File: config.mk
export PLATFORM = sky130hd
export DESIGN_NAME = xilinx_dram_sdp_clr
export DESIGN_NICKNAME = d
export VERILOG_FILES = /design/src/rtl/xilinx_dram_sdp_clr.sv
export SDC_FILE = /design/constraint.sdc
export NUM_CORES = 1
export LEC_CHECK = 0
export CAP_MARGIN = 5
export CORE_ASPECT_RATIO = 0.6
export CORE_MARGIN = 5
export CORE_UTILIZATION = 60
export DETAILED_ROUTE_END_ITERATION = 12
export PLACE_DENSITY_LB_ADDON = 0.12
export REMOVE_ABC_BUFFERS = 1
export SLEW_MARGIN = 20
export SYNTH_ARGS = -nofsm -noshare
export SYNTH_HDL_FRONTEND = slang
export SYNTH_SLANG_ARGS = --single-unit
File: constraint.sdc
create_clock -name CLK1 -period 5.3 [get_ports CLK1]
set_input_delay 1.06 -clock CLK1 [delete_from_list [all_inputs] [get_ports CLK1]]
set_output_delay 1.06 -clock CLK1 [all_outputs]
set_load 0.1 [all_outputs]
File: src/rtl/xilinx_dram_sdp_clr.sv
// Simple-dual-port LUT RAM with a self-clearing sweep after reset and on CLR request.
// Read latency 1 edge (OUTREG=0) or 2 edges (OUTREG=1); one write and one read per cycle.
// No backpressure; while BUSY=1, user reads and writes are dropped without any indication.
module xilinx_dram_sdp_clr #(
    parameter int                WIDTH      = 8,
    parameter int                ABITS      = 6,
    parameter int                OUTREG     = 1,
    parameter int                RDW_BYPASS = 0,
    parameter logic [WIDTH-1:0]  CLR_VAL    = {WIDTH{1'b0}}
) (
    input  logic             CLK1,
    input  logic             RST_N,
    input  logic             WEN,
    input  logic [ABITS-1:0] WADDR,
    input  logic [WIDTH-1:0] WDATA,
    input  logic             REN,
    input  logic [ABITS-1:0] RADDR,
    input  logic             CLR,
    output logic [WIDTH-1:0] RDATA,
    output logic             RVALID,
    output logic             BUSY
);

    localparam int               DEPTH    = 1 << ABITS;
    localparam logic [ABITS-1:0] LAST_ADR = {ABITS{1'b1}};

    typedef enum logic {
        ST_CLEAR = 1'b0,
        ST_READY = 1'b1
    } state_t;

    state_t           state_q, state_d;
    logic [ABITS-1:0] cnt_q, cnt_d;

    // Asynchronous read keeps the array in LUT RAM; there is no reset on it.
    logic [WIDTH-1:0] mem [DEPTH];

    logic             ready;
    logic             clr_acc;
    logic             usr_wr;
    logic             rd_acc;
    logic             mem_we;
    logic [ABITS-1:0] mem_wa;
    logic [WIDTH-1:0] mem_wd;
    logic [WIDTH-1:0] rd_word;
    logic [WIDTH-1:0] rd_sel;

    logic [WIDTH-1:0] rd1_q;
    logic             vld1_q;

    // Access qualification: clear wins over a same-cycle write or read.
    always_comb begin
        ready   = (state_q == ST_READY);
        clr_acc = ready & CLR;
        usr_wr  = ready & WEN & ~CLR;
        rd_acc  = ready & REN & ~CLR;
        mem_we  = ~ready | usr_wr;
        mem_wa  = ready ? WADDR : cnt_q;
        mem_wd  = ready ? WDATA : CLR_VAL;
        rd_word = mem[RADDR];
        rd_sel  = rd_word;
        if ((RDW_BYPASS != 0) && usr_wr && (WADDR == RADDR)) begin
            rd_sel = WDATA;
        end
    end

    // Next-state logic: sweep one address per edge, leave CLEAR after the last one.
    always_comb begin
        state_d = state_q;
        cnt_d   = cnt_q;
        case (state_q)
            ST_CLEAR: begin
                cnt_d = cnt_q + ABITS'(1);
                if (cnt_q == LAST_ADR) begin
                    state_d = ST_READY;
                end
            end
            ST_READY: begin
                if (clr_acc) begin
                    state_d = ST_CLEAR;
                    cnt_d   = '0;
                end
            end
            default: begin
                state_d = ST_CLEAR;
                cnt_d   = '0;
            end
        endcase
    end

    // State and sweep counter registers.
    always_ff @(posedge CLK1 or negedge RST_N) begin
        if (!RST_N) begin
            state_q <= ST_CLEAR;
            cnt_q   <= '0;
        end else begin
            state_q <= state_d;
            cnt_q   <= cnt_d;
        end
    end

    // Single write port shared by the clear sweep and user writes.
    always_ff @(posedge CLK1) begin
        if (mem_we) begin
            mem[mem_wa] <= mem_wd;
        end
    end

    // First read stage: capture the addressed word; data holds when no read.
    always_ff @(posedge CLK1 or negedge RST_N) begin
        if (!RST_N) begin
            rd1_q  <= '0;
            vld1_q <= 1'b0;
        end else begin
            vld1_q <= rd_acc;
            if (rd_acc) begin
                rd1_q <= rd_sel;
            end
        end
    end

    generate
        if (OUTREG != 0) begin : g_outreg
            logic [WIDTH-1:0] rd2_q;
            logic             vld2_q;

            // Second read stage; an accepted clear drops the in-flight result.
            always_ff @(posedge CLK1 or negedge RST_N) begin
                if (!RST_N) begin
                    rd2_q  <= '0;
                    vld2_q <= 1'b0;
                end else begin
                    vld2_q <= vld1_q & ~clr_acc;
                    if (vld1_q & ~clr_acc) begin
                        rd2_q <= rd1_q;
                    end
                end
            end

            assign RDATA  = rd2_q;
            assign RVALID = vld2_q;
        end else begin : g_noreg
            assign RDATA  = rd1_q;
            assign RVALID = vld1_q;
        end
    endgenerate

    assign BUSY = (state_q == ST_CLEAR);

endmodule
==> Yosys cells after proc, flatten, opt, wreduce, memory -nomap -nowiden <==
Memory sizes are Yosys's and may differ from the RTL's. A register that Yosys moved wholly into a read port is not among the register bits.
Index checks and enable logic that the tools add are counted.
{ "op_classes": {"addsub": 1, "eq_ne": 2, "mux": 9, "bitwise_logic": 10, "n_reduce_logical": 1} }
{ "ops": {"columns": ["cell", "n"], "rows": [
  ["$mux 6", 2],
  ["$pmux 6 s2", 1],
  ["$mux 8", 1],
  ["$add 6x1->6 const B", 1],
  ["$and 1x1->1", 6],
  ["$eq 6x6->1 const B", 1],
  ["$mux 1", 4],
  ["$not 1->1", 3],
  ["$ne 2x1->1 const B", 1],
  ["$pmux 1 s2", 1],
  ["$logic_not 1->1", 1],
  ["$or 1x1->1", 1]
]} }
{ "word_totals": {"register_bits": 17, "ram_bits": 512, "input_bits": 25, "output_inout_bits": 10, "elab_cells": 29, "n_memories": 1} }
{ "memory_table": {"columns": ["memory", "depth", "word_bits", "rd", "rd_clocked_by_memory_dff", "write_ports", "line_no", "source"], "rows": [
  ["mem", 64, 8, 1, 1, 1, "36", "logic [WIDTH-1:0] mem [DEPTH];"]
]} }

==> Logic depth before layout (Yosys ltp) <==
{ "depth": {"depth_word": 5, "ltp_mapped": 10, "ltp_nobuf": 6} }

==> Worst setup path before layout <==
Ideal clock, no wire load.
{ "synth_timing": {"path_kind": "input -> register", "from": "input port RADDR[4]", "to": "register rd1_q[0], read port of mem", "setup_ps": 127, "arrival_ps": 2737, "t_required_ps": 5173, "setup_slack_ps": 2437, "path_stages": 8, "path_buffers": 2, "path_cell_list": "clkbuf_1 > clkbuf_1 > mux4_2 > mux4_2 > o22ai_1 > a21oi_1 > a21oi_1 > o21ai_1"} }
{ "synth_lines": {"columns": ["element", "line_no", "source"], "rows": [
  ["start: declaration", "17", "input logic [ABITS-1:0] RADDR,"],
  ["end: declaration", "48", "logic [WIDTH-1:0] rd1_q;"]
]} }

==> Worst setup path after layout <==
{ "layout_timing": {"from": "register state_q, in the netlist ready", "to": "output port BUSY"} }
{ "layout_between": {"elab_chain_cells": 1} }
{ "layout_lines": {"columns": ["element", "line_no", "source"], "rows": [
  ["start: declaration", "32", "state_t state_q, state_d;"],
  ["start signal: assignment", "97", "state_q <= state_d;"],
  ["$not 1->1", "148", "assign BUSY = (state_q == ST_CLEAR);"],
  ["end: declaration", "21", "output logic BUSY"]
]} }
Every way passes these cells.

==> reports/summary.txt <==
# DRC = 0
register clock-pin slew on the reported worst setup and hold paths = 0.06 ns
die footprint = 0.0392 mm2
core footprint = 0.0349 mm2
Pwr Density = 423 mW/mm2
Crit Path Category = reg2out
total CTS buffers = 48
Async S/R FF share, synth = 4.66%
commonest non-fill, non-tap cells in the layout = 512 x edfxtp_1, 136 x mux2i_1, 67 x nor2_1, 61 x mux4_2, 56 x a22oi_1
first-pass GRT wire length = 73,800 um
Setup Skew = 0.0181 ns
Avg Inst Size Synth = 18.8 um2
status = complete, no violations
reg-to-reg slack, setup = 1.43 ns
commonest non-fill, non-tap cell in the layout = edfxtp_1
Crit path required time = 4.24 ns
Crit path max-delay family = buffers and inverters
Nets = 1,197
crit share post-route = 79.0%
synth warn = 0
CP Launch Point = ready$_DFF_PN0_
CTS tree = done
Rel. slew slack = 28.3%
Post-Synthesis Cells = 1,123
RSZ-0062 raised after global routing = no
R2R Path Start = ready$_DFF_PN0_
Setup crit end kind = primary output
Min-Delay Path Class = reg2reg
layout cells sized above 1 = 15.1%
final core occ = 67.6%
initial DRC count = 1,642
antenna-violating nets left = 0
Detailed Place HPWL = 31,300 um
Die W = 252 um
max-cap viol count = 0
startpoint of the worst hold path = cnt_q[5]$_DFFE_PN0P_
drt total wl = 50,500 um
Post-CTS Setup Bufs = 0
fmax = 239 MHz
Site Rows = 53
Port Buffers = 34
# IOs = 35
Buf/Inv on CP = 2
CP startpoint kind = register
via density per instance = 6.61
Root Buffer = clkbuf_16
endpoints failing hold = 0
Post-CTS Resized = 0
Die H = 155 um
post-route setup TNS = 0 ns
DRT Pass-1 Iters = 5
drt wl/cell = 30.2 um
Primary FF master, synth = edfxtp_1
max incr delay on CP = 1.12 ns
fin crit period = 4.19 ns
crit path cell chain = clkinv_1, clkdlybuf4s50_1
Mapped Area = 0.0211 mm2
critical path data arrival time = 3.13 ns
CTS max path bufs = 3
Placer Congestion = 0.846
Starting Density = 60.6%
Slew Viols, Final = 0
ant diodes = 0
Worst-Margin Slew = 1.07 ns
initial antenna violation count = 0
Via Count = 11,100
VDD IR max = 275 uV
largest net degree at the start of global routing = 78
# clock sinks = 537
Netlist cell types = 39
number of global-route vias before repair = 10,600
H-Tree Depth = 2
leak pwr = 7.96 nW
final setup vio count = 0
Seq/Total Area, Yosys = 75.7%
flop and latch count out of synthesis = 537
crit-path max FO = 33
worst skew pair latency = 0.56 ns
Congestion Overflow GR = 0
crit path max-delay cell type = clkdlybuf4s50_1
gr usage total = 26.0%
Area growth syn-to-layout = 11.5%
Hold-fix buffers, CTS = 0
number of flops mapped to enable cells by yosys = 512
power after layout = 9.97 mW
-- sequential cells by signal, indices dropped and copies added (netlist names) --
register / count
mem: 512
RDATA: 8
rd1_q: 8
cnt_q: 6
RVALID: 1
ready: 1
vld1_q: 1
-- worst paths after layout --
kind / endpoint / cells past startpoint
setup / recovery: BUSY / 2
hold / removal: cnt_q[5]$_DFFE_PN0P_ / 1
setup reg to reg: mem[30][1]$_DFFE_PP_ / 6
hold reg to reg: cnt_q[5]$_DFFE_PN0P_ / 1
max in group asynchronous: cnt_q[5]$_DFFE_PN0P_ / 2
min in group asynchronous: RVALID$_DFF_PN0_ / 2
-- routing by layer --
metal  wire length, um  vias to the layer above  global-route usage [%]  part of all wire, %
met1             22600                     5723                    42.5                   45
met2             20400                      628                    34.1                   40
met4              1120                        0                    5.63                  2.2
met3              6280                       88                    9.12                   12
li1                  -                     4626                       -                    -
met5                 0                        -                       0                    0
-- synthesized netlist by cell type, types with 5 or more instances --
cell type | number | area share, %
inv_1 | 5 | 0.089
mux2i_1 | 136 | 6.4
clkbuf_1 | 30 | 0.53
a21oi_1 | 25 | 0.59
buf_2 | 18 | 0.43
nand2_1 | 44 | 0.78
nor2_1 | 68 | 1.2
mux4_1 | 11 | 1.4
o21ai_0 | 6 | 0.14
edfxtp_1 | 512 | 73
nand3_1 | 36 | 0.85
nor2b_1 | 5 | 0.15
a22oi_1 | 56 | 2.0
and2_1 | 10 | 0.30
a41oi_1 | 8 | 0.33
buf_4 | 5 | 0.18
dfrtp_1 | 25 | 3.0
o22ai_1 | 12 | 0.36
o21ai_1 | 8 | 0.19
mux4_2 | 61 | 6.5
mux2_2 | 16 | 0.85
-- area by class of cell --
class                   count  area (um2)
well taps                 467         584
repair buffers             59         551
fillers                  2284       11300
flip-flops and latches    537       16000
inverters                   6        22.5
multi-input cells         519        4820
clock inverters            22         285
clock buffers              63        1300
-- logic make-up (layout without fill, tap and decap cells) --
family	Yosys count	count (layout)	synth area share [%]
AO/OA/AOI/OAI	124	124	3.95
XOR/XNOR	2	2	0.0829
adder cells (fa/ha/maj)	1	1	0.0592
buffers and inverters	67	150	1.62
flip-flops	537	537	75.7
multiplexers	224	224	15.2
AND/OR/NAND/NOR	168	168	3.45
-- through the flow --
stage	cells	setup WS, ns	hold slack [ns]	cell area (um2)
after detailed placement	1588	1.42	0.483	22000
final	1673	1.11	0.493	23600
after global routing	1673	0.996	0.533	23600
after floorplan	1062	2.04	0.446	20800
after global placement	1588	1.49	0.479	22000
after CTS	1673	1.11	0.492	23600
-- power breakdown --
group / internal [mW] / switching [mW]
Sequential: 5.00 / 0.130
Combinational: 0.340 / 0.955
Clock: 2.06 / 1.48
Note: power is estimated with default switching activity, not from simulation.
